===== src/rtl/stencil_window_server_if.sv =====
`default_nettype none
// ============================================================================
//  Module      : stencil_window_server_if
//  Description : Pixel stream push, 3x3 window read request/response and
//                status signals between a stencil consumer and the window
//                server.
//  Revision    : 1.0 - initial release
// ============================================================================
interface stencil_window_server_if #(
   parameter int DATA_W = 32
);
   logic                  in_valid;
   logic [DATA_W-1:0]     in_data;
   logic                  rd_en;
   logic [9*DATA_W-1:0]   rd_data;
   logic                  rd_valid;
   logic                  rd_miss;
   logic                  win_valid;
   logic                  frame_done;

   // Pixel source and stencil consumer side
   modport master (
      output in_valid, in_data, rd_en,
      input  rd_data, rd_valid, rd_miss, win_valid, frame_done
   );

   // Window server side
   modport slave (
      input  in_valid, in_data, rd_en,
      output rd_data, rd_valid, rd_miss, win_valid, frame_done
   );
endinterface
`default_nettype wire


===== src/rtl/stencil_window_server.sv =====
`default_nettype none
// ============================================================================
//  Module      : stencil_window_server
//  Description : Buffers two image lines plus a 3x3 register window from a
//                raster pixel stream and returns the full neighbourhood one
//                cycle after a read request.
//  Revision    : 1.0 - initial release
// ============================================================================
module stencil_window_server #(
   parameter int DATA_W = 32,
   parameter int IMG_W  = 8,
   parameter int IMG_H  = 8
) (
   input  wire logic               clk,
   input  wire logic               rstn,
   stencil_window_server_if.slave  sw_io
);
   localparam int COL_W = (IMG_W > 1) ? $clog2(IMG_W) : 1;
   localparam int ROW_W = (IMG_H > 1) ? $clog2(IMG_H) : 1;
   localparam logic [COL_W-1:0] C_COL_LAST = COL_W'(IMG_W - 1);
   localparam logic [ROW_W-1:0] C_ROW_LAST = ROW_W'(IMG_H - 1);
   localparam logic [COL_W-1:0] C_COL_TWO  = COL_W'(2);
   localparam logic [ROW_W-1:0] C_ROW_TWO  = ROW_W'(2);

   // Raster position of the next pixel to be pushed
   logic [COL_W-1:0]      col_q, col_d;
   logic [ROW_W-1:0]      row_q, row_d;
   // Window element k = 3*row + column, row 0 oldest, column 0 oldest
   logic [DATA_W-1:0]     win_q [9];
   logic [DATA_W-1:0]     win_d [9];
   logic                  win_valid_q, win_valid_d;
   logic                  frame_done_q, frame_done_d;
   logic [9*DATA_W-1:0]   rd_data_q, rd_data_d;
   logic                  rd_valid_q, rd_valid_d;
   logic                  rd_miss_q, rd_miss_d;
   // lb0 holds the previous line, lb1 the line before that
   logic [DATA_W-1:0]     lb0_q [IMG_W];
   logic [DATA_W-1:0]     lb1_q [IMG_W];
   logic [9*DATA_W-1:0]   win_flat;

   for (genvar k = 0; k < 9; k++) begin : g_pack
      assign win_flat[k*DATA_W +: DATA_W] = win_q[k];
   end

   // Next-state: window shift, raster counters and read response
   always_comb begin
      col_d        = col_q;
      row_d        = row_q;
      win_d        = win_q;
      win_valid_d  = win_valid_q;
      frame_done_d = 1'b0;
      if (sw_io.in_valid) begin
         for (int i = 0; i < 3; i++) begin
            win_d[3*i]     = win_q[3*i+1];
            win_d[3*i + 1] = win_q[3*i+2];
         end
         win_d[2] = lb1_q[col_q];
         win_d[5] = lb0_q[col_q];
         win_d[8] = sw_io.in_data;
         // Requiring col>=2 keeps a window from straddling a line boundary
         win_valid_d = (row_q >= C_ROW_TWO) && (col_q >= C_COL_TWO);
         if (col_q == C_COL_LAST) begin
            col_d = '0;
            if (row_q == C_ROW_LAST) begin
               row_d        = '0;
               frame_done_d = 1'b1;
            end else begin
               row_d = row_q + ROW_W'(1);
            end
         end else begin
            col_d = col_q + COL_W'(1);
         end
      end
      // Reads see the pre-edge window, so a simultaneous push does not leak in
      rd_valid_d = sw_io.rd_en & win_valid_q;
      rd_miss_d  = sw_io.rd_en & ~win_valid_q;
      rd_data_d  = rd_valid_d ? win_flat : rd_data_q;
   end

   // Control, window and response registers with synchronous reset
   always_ff @(posedge clk) begin
      if (!rstn) begin
         col_q        <= '0;
         row_q        <= '0;
         for (int k = 0; k < 9; k++) begin
            win_q[k] <= '0;
         end
         win_valid_q  <= 1'b0;
         frame_done_q <= 1'b0;
         rd_data_q    <= '0;
         rd_valid_q   <= 1'b0;
         rd_miss_q    <= 1'b0;
      end else begin
         col_q        <= col_d;
         row_q        <= row_d;
         win_q        <= win_d;
         win_valid_q  <= win_valid_d;
         frame_done_q <= frame_done_d;
         rd_data_q    <= rd_data_d;
         rd_valid_q   <= rd_valid_d;
         rd_miss_q    <= rd_miss_d;
      end
   end

   // Line buffers are not reset; rows 0-1 of each frame mask stale contents
   always_ff @(posedge clk) begin
      if (sw_io.in_valid) begin
         lb1_q[col_q] <= lb0_q[col_q];
         lb0_q[col_q] <= sw_io.in_data;
      end
   end

   assign sw_io.rd_data    = rd_data_q;
   assign sw_io.rd_valid   = rd_valid_q;
   assign sw_io.rd_miss    = rd_miss_q;
   assign sw_io.win_valid  = win_valid_q;
   assign sw_io.frame_done = frame_done_q;
endmodule
`default_nettype wire


===== src/flat_wrapper.sv =====
// flat-port wrapper written by rule: the top's interface ports become plain ports
module stencil_window_server_flat 
#(
   parameter int DATA_W = 32,
   parameter int IMG_W  = 8,
   parameter int IMG_H  = 8
)
  (clk, rstn, sw_io_in_valid, sw_io_in_data, sw_io_rd_en, sw_io_rd_data, sw_io_rd_valid, sw_io_rd_miss, sw_io_win_valid, sw_io_frame_done);
  stencil_window_server_if #(.DATA_W(DATA_W)) sw_io_i ();
  input  wire logic clk;
  input  wire logic rstn;
  input wire logic [$bits(sw_io_i.in_valid)-1:0] sw_io_in_valid;
  input wire logic [$bits(sw_io_i.in_data)-1:0] sw_io_in_data;
  input wire logic [$bits(sw_io_i.rd_en)-1:0] sw_io_rd_en;
  output wire logic [$bits(sw_io_i.rd_data)-1:0] sw_io_rd_data;
  output wire logic [$bits(sw_io_i.rd_valid)-1:0] sw_io_rd_valid;
  output wire logic [$bits(sw_io_i.rd_miss)-1:0] sw_io_rd_miss;
  output wire logic [$bits(sw_io_i.win_valid)-1:0] sw_io_win_valid;
  output wire logic [$bits(sw_io_i.frame_done)-1:0] sw_io_frame_done;
  assign sw_io_i.in_valid = sw_io_in_valid;
  assign sw_io_i.in_data = sw_io_in_data;
  assign sw_io_i.rd_en = sw_io_rd_en;
  assign sw_io_rd_data = sw_io_i.rd_data;
  assign sw_io_rd_valid = sw_io_i.rd_valid;
  assign sw_io_rd_miss = sw_io_i.rd_miss;
  assign sw_io_win_valid = sw_io_i.win_valid;
  assign sw_io_frame_done = sw_io_i.frame_done;
  stencil_window_server #(.DATA_W(DATA_W), .IMG_W(IMG_W), .IMG_H(IMG_H)) u_core (.clk(clk), .rstn(rstn), .sw_io(sw_io_i));
endmodule

===== config.mk =====
export PLATFORM = sky130hd
export DESIGN_NAME = stencil_window_server_flat
export DESIGN_NICKNAME = d
export VERILOG_FILES = /design/src/rtl/stencil_window_server_if.sv /design/src/rtl/stencil_window_server.sv /design/src/flat_wrapper.sv
export SDC_FILE = /design/constraint.sdc
export NUM_CORES = 2
export LEC_CHECK = 0
export ABC_AREA = 1
export ABC_CLOCK_PERIOD_IN_PS = 4800
export CAP_MARGIN = 20
export CORE_ASPECT_RATIO = 0.5
export CORE_MARGIN = 3
export CORE_UTILIZATION = 40
export DETAILED_ROUTE_END_ITERATION = 8
export GPL_ROUTABILITY_DRIVEN = 0
export PLACE_DENSITY = 0.66
export SYNTH_ARGS = -nofsm -noshare
export SYNTH_HDL_FRONTEND = slang
export SYNTH_SLANG_ARGS = --single-unit

===== constraint.sdc =====
create_clock -name clk -period 4.8 [get_ports clk]
set_input_delay 0.48 -clock clk [delete_from_list [all_inputs] [get_ports clk]]
set_output_delay 0.48 -clock clk [all_outputs]
set_load 0.05 [all_outputs]

# Yosys cells after proc, flatten, opt, wreduce, memory -nomap -nowiden
# Memory sizes are Yosys's and may differ from the RTL's. A register that Yosys moved wholly into a read port is not among the register bits.
# Index checks and enable logic that the tools add are counted.
[totals] ff_bits=554 mem_bits_rw=512 inputBits=36 output_inout_bits=292 elab_cells=37 memories=2
[classes] addsub=2 magnitude_cmp=2 n_eq_ne=2 n_mux=7 n_bitwise=3 reduce_logical=4
[memory_table] memory="u_core.lb0_q" depth=8 width=32 rd=1 rd_ports_with_merged_regs=1 wr=1 line_no="stencil_window_server.sv:37" source="logic [DATA_W-1:0] lb0_q [IMG_W];"
[memory_table] memory="u_core.lb1_q" depth=8 width=32 rd=1 rd_ports_with_merged_regs=1 wr=1 line_no="stencil_window_server.sv:38" source="logic [DATA_W-1:0] lb1_q [IMG_W];"
[ops] operator="3-bit two-way mux" n=4
[ops] operator="3-bit by 1-bit adder with 3-bit output, second input constant" n=2
[ops] operator="3-bit equality test, second input constant" n=2
[ops] operator="3-bit by 2-bit greater-or-equal comparator with 1-bit output, second input constant" n=2
[ops] operator="1-bit two-way mux" n=3
[ops] operator="3-bit AND reduction" n=1
[ops] operator="1-bit bitwise AND" n=2
[ops] operator="2-bit AND reduction" n=1
[ops] operator="1-bit logical AND" n=1
[ops] operator="1-bit logical NOT" n=1
[ops] operator="1-bit inverter" n=1

# Depth between registers and ports, before layout
[depth] ltp_word=4 depth_mapped=8 ltp_nobuf=8

# Worst setup path before layout
# Ideal clock, no wire load.
[synth_path] kind="input-to-reg" from="input sw_io_in_valid" to="memory u_core.lb0_q[2][0], enable pin" setup_ns=0.487 t_arrival_ns=3.835 required_time_ns=4.313 setup_slack_ns=0.478 cell_stages=5 path_buffers=3 path_cell_list="buf_2 buf_6 clkbuf_1 nand2_1 nor2_1"
[synth_between] elab_chain_len=2
[synth_lines] element="start, declared" line_no="flat_wrapper.sv:12" source="input wire logic [$bits(sw_io_i.in_valid)-1:0] sw_io_in_valid;"
[synth_lines] element="1-bit two-way mux" line_no="stencil_window_server.sv:107" source="if (sw_io.in_valid) begin"
[synth_lines] element="1-bit two-way mux (not written as such)" line_no="stencil_window_server.sv:109" source="lb0_q[col_q] <= sw_io.in_data;"
[synth_lines] element="end, declared" line_no="stencil_window_server.sv:37"
# No other way between the ends.

# Worst setup path in the final report
[layout_path] from="register u_core.col_q[0]" to="memory u_core.lb1_q[3][2], enable pin"
[layout_lines] element="start, declared" line_no="stencil_window_server.sv:26" source="logic [COL_W-1:0] col_q, col_d;"
[layout_lines] element="start signal, assigned" line_no="stencil_window_server.sv:94" source="col_q <= col_d;"
[layout_lines] element="end, declared" line_no="stencil_window_server.sv:38"
# Straight into the memory's write port.

==> results.py <==
metrics = {
    "layout": {
        "area_growth_pct": 18.31,
        "layout-drive-gt1-share_pct": 4.811,
        "nets": 4552,
    },
    "die": {
        "num_rows": 82,
        "die_w_um": 458.6,
        "initial_core_util_pct": 40.63,
        "dieArea_mm2": 0.1066,
        "core_mm2": 0.1009,
        "die_y_um": 232.3,
        "pin_count": 328,
    },
    "clock_tree": {
        "cts_made_buffers": 97,
        "cts_resized": 0,
        "worstSkewPairLatency_ps": 700,
        "clock_sinks": 1101,
        "post-cts-setup-buffers": 0,
        "cts-root-buf": "clkbuf_16",
        "hold_buffers": 0,
        "cts_tree": "built",
        "htreeDepth": 3,
        "path_clk_slew_ps": 70,
        "clk_path_buf_depth": 3,
    },
    "sta": {
        "finClkSkew_ps": 48.37,
        "period_minus_slack_ps": 2906,
        "setup_tns_ps": 0,
        "final-setup-viol-count": 0,
        "rsz0062_at_grt": "no",
        "fin_crit_sh_pct": 60.54,
        "drv_slew": 0,
        "tightest_slew_ps": 1078,
        "setup_slack_ps": 1894,
        "hold_violations": 0,
        "slew_headroom_pct": 28.13,
        "fmax_ghz": 0.3441,
    },
    "global_route": {
        "use_met2_pct": 32.84,
        "grt_pass1_wl_um": 164500,
        "grt-busiest-layer": "met2",
        "grt-ovfl-total": 0,
        "met1_usage_pct": 26.20,
        "grt_antenna_before_repair": 9,
        "grt_max_degree": 209,
        "grt_pass1_vias": 28100,
        "use_met3_pct": 3.602,
        "grt_util_all_layers_pct": 19.66,
    },
    "critical_path": {
        "worst_ep_required_time_ps": 5130,
        "cp_slowest_cell": "dfxtp_4",
        "worstPathCellList": "nand2_1 > nor2_4 > buf_12",
        "ff2ff_setup_slack_ps": 1890,
        "worstSetupEndpointType": "flop",
        "critPathLaunchType": "flop",
        "arrival_ps": 3230,
        "path_class": "flop to flop",
        "cpPeakStageDelay_ps": 880,
        "path_max_fanout": 78,
    },
    "yosys": {
        "synth_simple_gate_area_share_pct": 17.15,
        "synth_xor_xnor_area_share_pct": 0,
        "yosys_warnings": 0,
        "synthAdderAreaFrac_pct": 0.1527,
        "ys_top_cells_by_area": "edfxtp_1 (38%), dfxtp_1 (29%), nor2_1 (11%)",
        "synth_cell_types": 23,
        "netlist.area_leader.share_pct": 37.52,
        "ys_seq_area_share_pct": 66.30,
        "synth_mux_area_share_pct": 0,
        "synth_area_mm2": 0.04098,
        "syn_area_per_cell_um2": 9.474,
        "synth_area_leader_cell": "edfxtp_1",
        "synthCells": 4325,
        "synth_compound_area_share_pct": 9.893,
        "syn_nets": 4366,
        "ys_ff_latch": 1101,
        "synth_top_family_by_area": "simple AND/OR/NAND/NOR gates",
    },
    "job": {
        "drv_cap": 0,
    },
    "place": {
        "post-place-ws_ps": 1883,
        "hpwl_um": 66190,
        "port-buffer-count": 327,
    },
    "power": {
        "leakage_nw": 18.69,
        "vdd_ir_drop_max_v": 0.0003389,
        "power_density_mw_per_mm2": 423.0,
    },
    "detailed_routing": {
        "wl_per_cell_um": 18.13,
        "drt_wl_total_um": 107700,
        "drt-vias-per-instance": 5.019,
        "detail_route.iter0.violations": 2385,
        "num_vias": 29820,
        "ant_nets": 0,
        "first_pass_iters": 5,
        "drc": 0,
    },
    "hold_path": {
        "hold_path_class": "input pin to flop",
    },
    "run_status": {
        "status": "complete, no violations",
    },
}
==> worst max-delay path, delay by kind of cell, from the launching register on <==
kind	cells	cell delay (ps)
flops	1	880
simple gates	2	1180
buf+inv	1	400
==> power breakdown <==
part | switching (mW) | internal, mW | total, mW | leakage, nW
sequential | 0.270 | 10.3 | 10.6 | 9.48
combinational | 1.45 | 0.560 | 2.01 | 7.63
clock | 3.53 | 4.39 | 7.92 | 1.58
==> area by class of cell <==
type                       instances  area, um^2
clock buffer                     129        2709
inverter                         369        1398
sequential                      1101       27170
antenna                            3       7.507
clock inverter                    53       534.3
fill                            9298       52380
multi-input combinational       2574       11210
tap                             1344        1682
timing repair buffer             368        3761
==> synth_stat cells <==
| library cell | number |
|---|---|
| ha_1 | 5 |
| buf_4 | 21 |
| inv_1 | 363 |
| o31ai_1 | 1 |
| buf_2 | 105 |
| nor2_2 | 1 |
| buf_1 | 6 |
| edfxtp_1 | 512 |
| buf_6 | 2 |
| nand2_2 | 1 |
| a211oi_1 | 1 |
| dfxtp_1 | 589 |
| o21ai_1 | 28 |
| nor3_1 | 1 |
| nand2_1 | 369 |
| nor2_1 | 1193 |
| o211ai_1 | 64 |
| nor2_4 | 2 |
| nand3_1 | 225 |
| clkbuf_1 | 147 |
| a21oi_1 | 38 |
| o21ai_0 | 645 |
| inv_2 | 6 |
==> per-layer routing <==
layer	routed length, um	part of all wire (%)
met5	45	0.042
met4	2819	2.6
met3	6358	5.9
met2	52160	48
met1	46330	43
==> registers in the layout, indices dropped and copies added, names as in the netlist, 3 cells and up, named ones only <==
signal / count
u_core.sw_io.rd_data: 288
u_core.row_q: 3
u_core.lb0_q: 256
u_core.win_flat: 288
u_core.col_q: 3
u_core.lb1_q: 256
==> worst paths after layout <==
kind / startpoint / endpoint / cells after the start
setup / recovery: u_core.col_q[0] / u_core.lb1_q[3][2] / 3
hold / removal: sw_io_in_valid / u_core.win_flat[164] / 2
setup reg to reg: u_core.col_q[0] / u_core.lb1_q[3][2] / 3
hold reg to reg: u_core.sw_io.rd_data[11] / u_core.sw_io.rd_data[11] / 2
==> placed cells by master, fill, tap and decap left out, types with 12 or more instances in the layout <==
cell type,count
edfxtp_1,512
clkbuf_8,14
buf_4,28
buf_12,12
clkinv_2,17
o21ai_0,645
clkdlybuf4s50_1,325
clkbuf_1,17
dfxtp_1,586
inv_1,362
nor2_1,1185
a21oi_1,38
nand2_1,368
o21ai_1,28
o211ai_1,64
nand3_1,225
clkbuf_16,98
==> cells by family after synthesis <==
group	after synthesis
compound gates	777
buf+inv	650
flops	1101
fa+ha+maj	5
simple gates	1792
==> through the flow <==
| stage | std cells | total power [mW] | utilization [%] | cell area [um^2] | hold slack, ps |
|---|---|---|---|---|---|
| after floorplan | 4325 | 12.00 | - | 40980 | 457.4 |
| final | 5941 | 20.51 | 48.07 | 48480 | 239.5 |
| after detailed placement | 5755 | 12.79 | 44.82 | 45200 | 471.3 |
| after CTS | 5937 | 20.66 | 48.03 | 48440 | 217.6 |
| after global placement | 5755 | 12.74 | 44.82 | 45200 | 464.5 |
| after global routing | 5939 | 21.25 | 48.06 | 48470 | 278.8 |
Note: power is estimated with default switching activity, not from simulation.
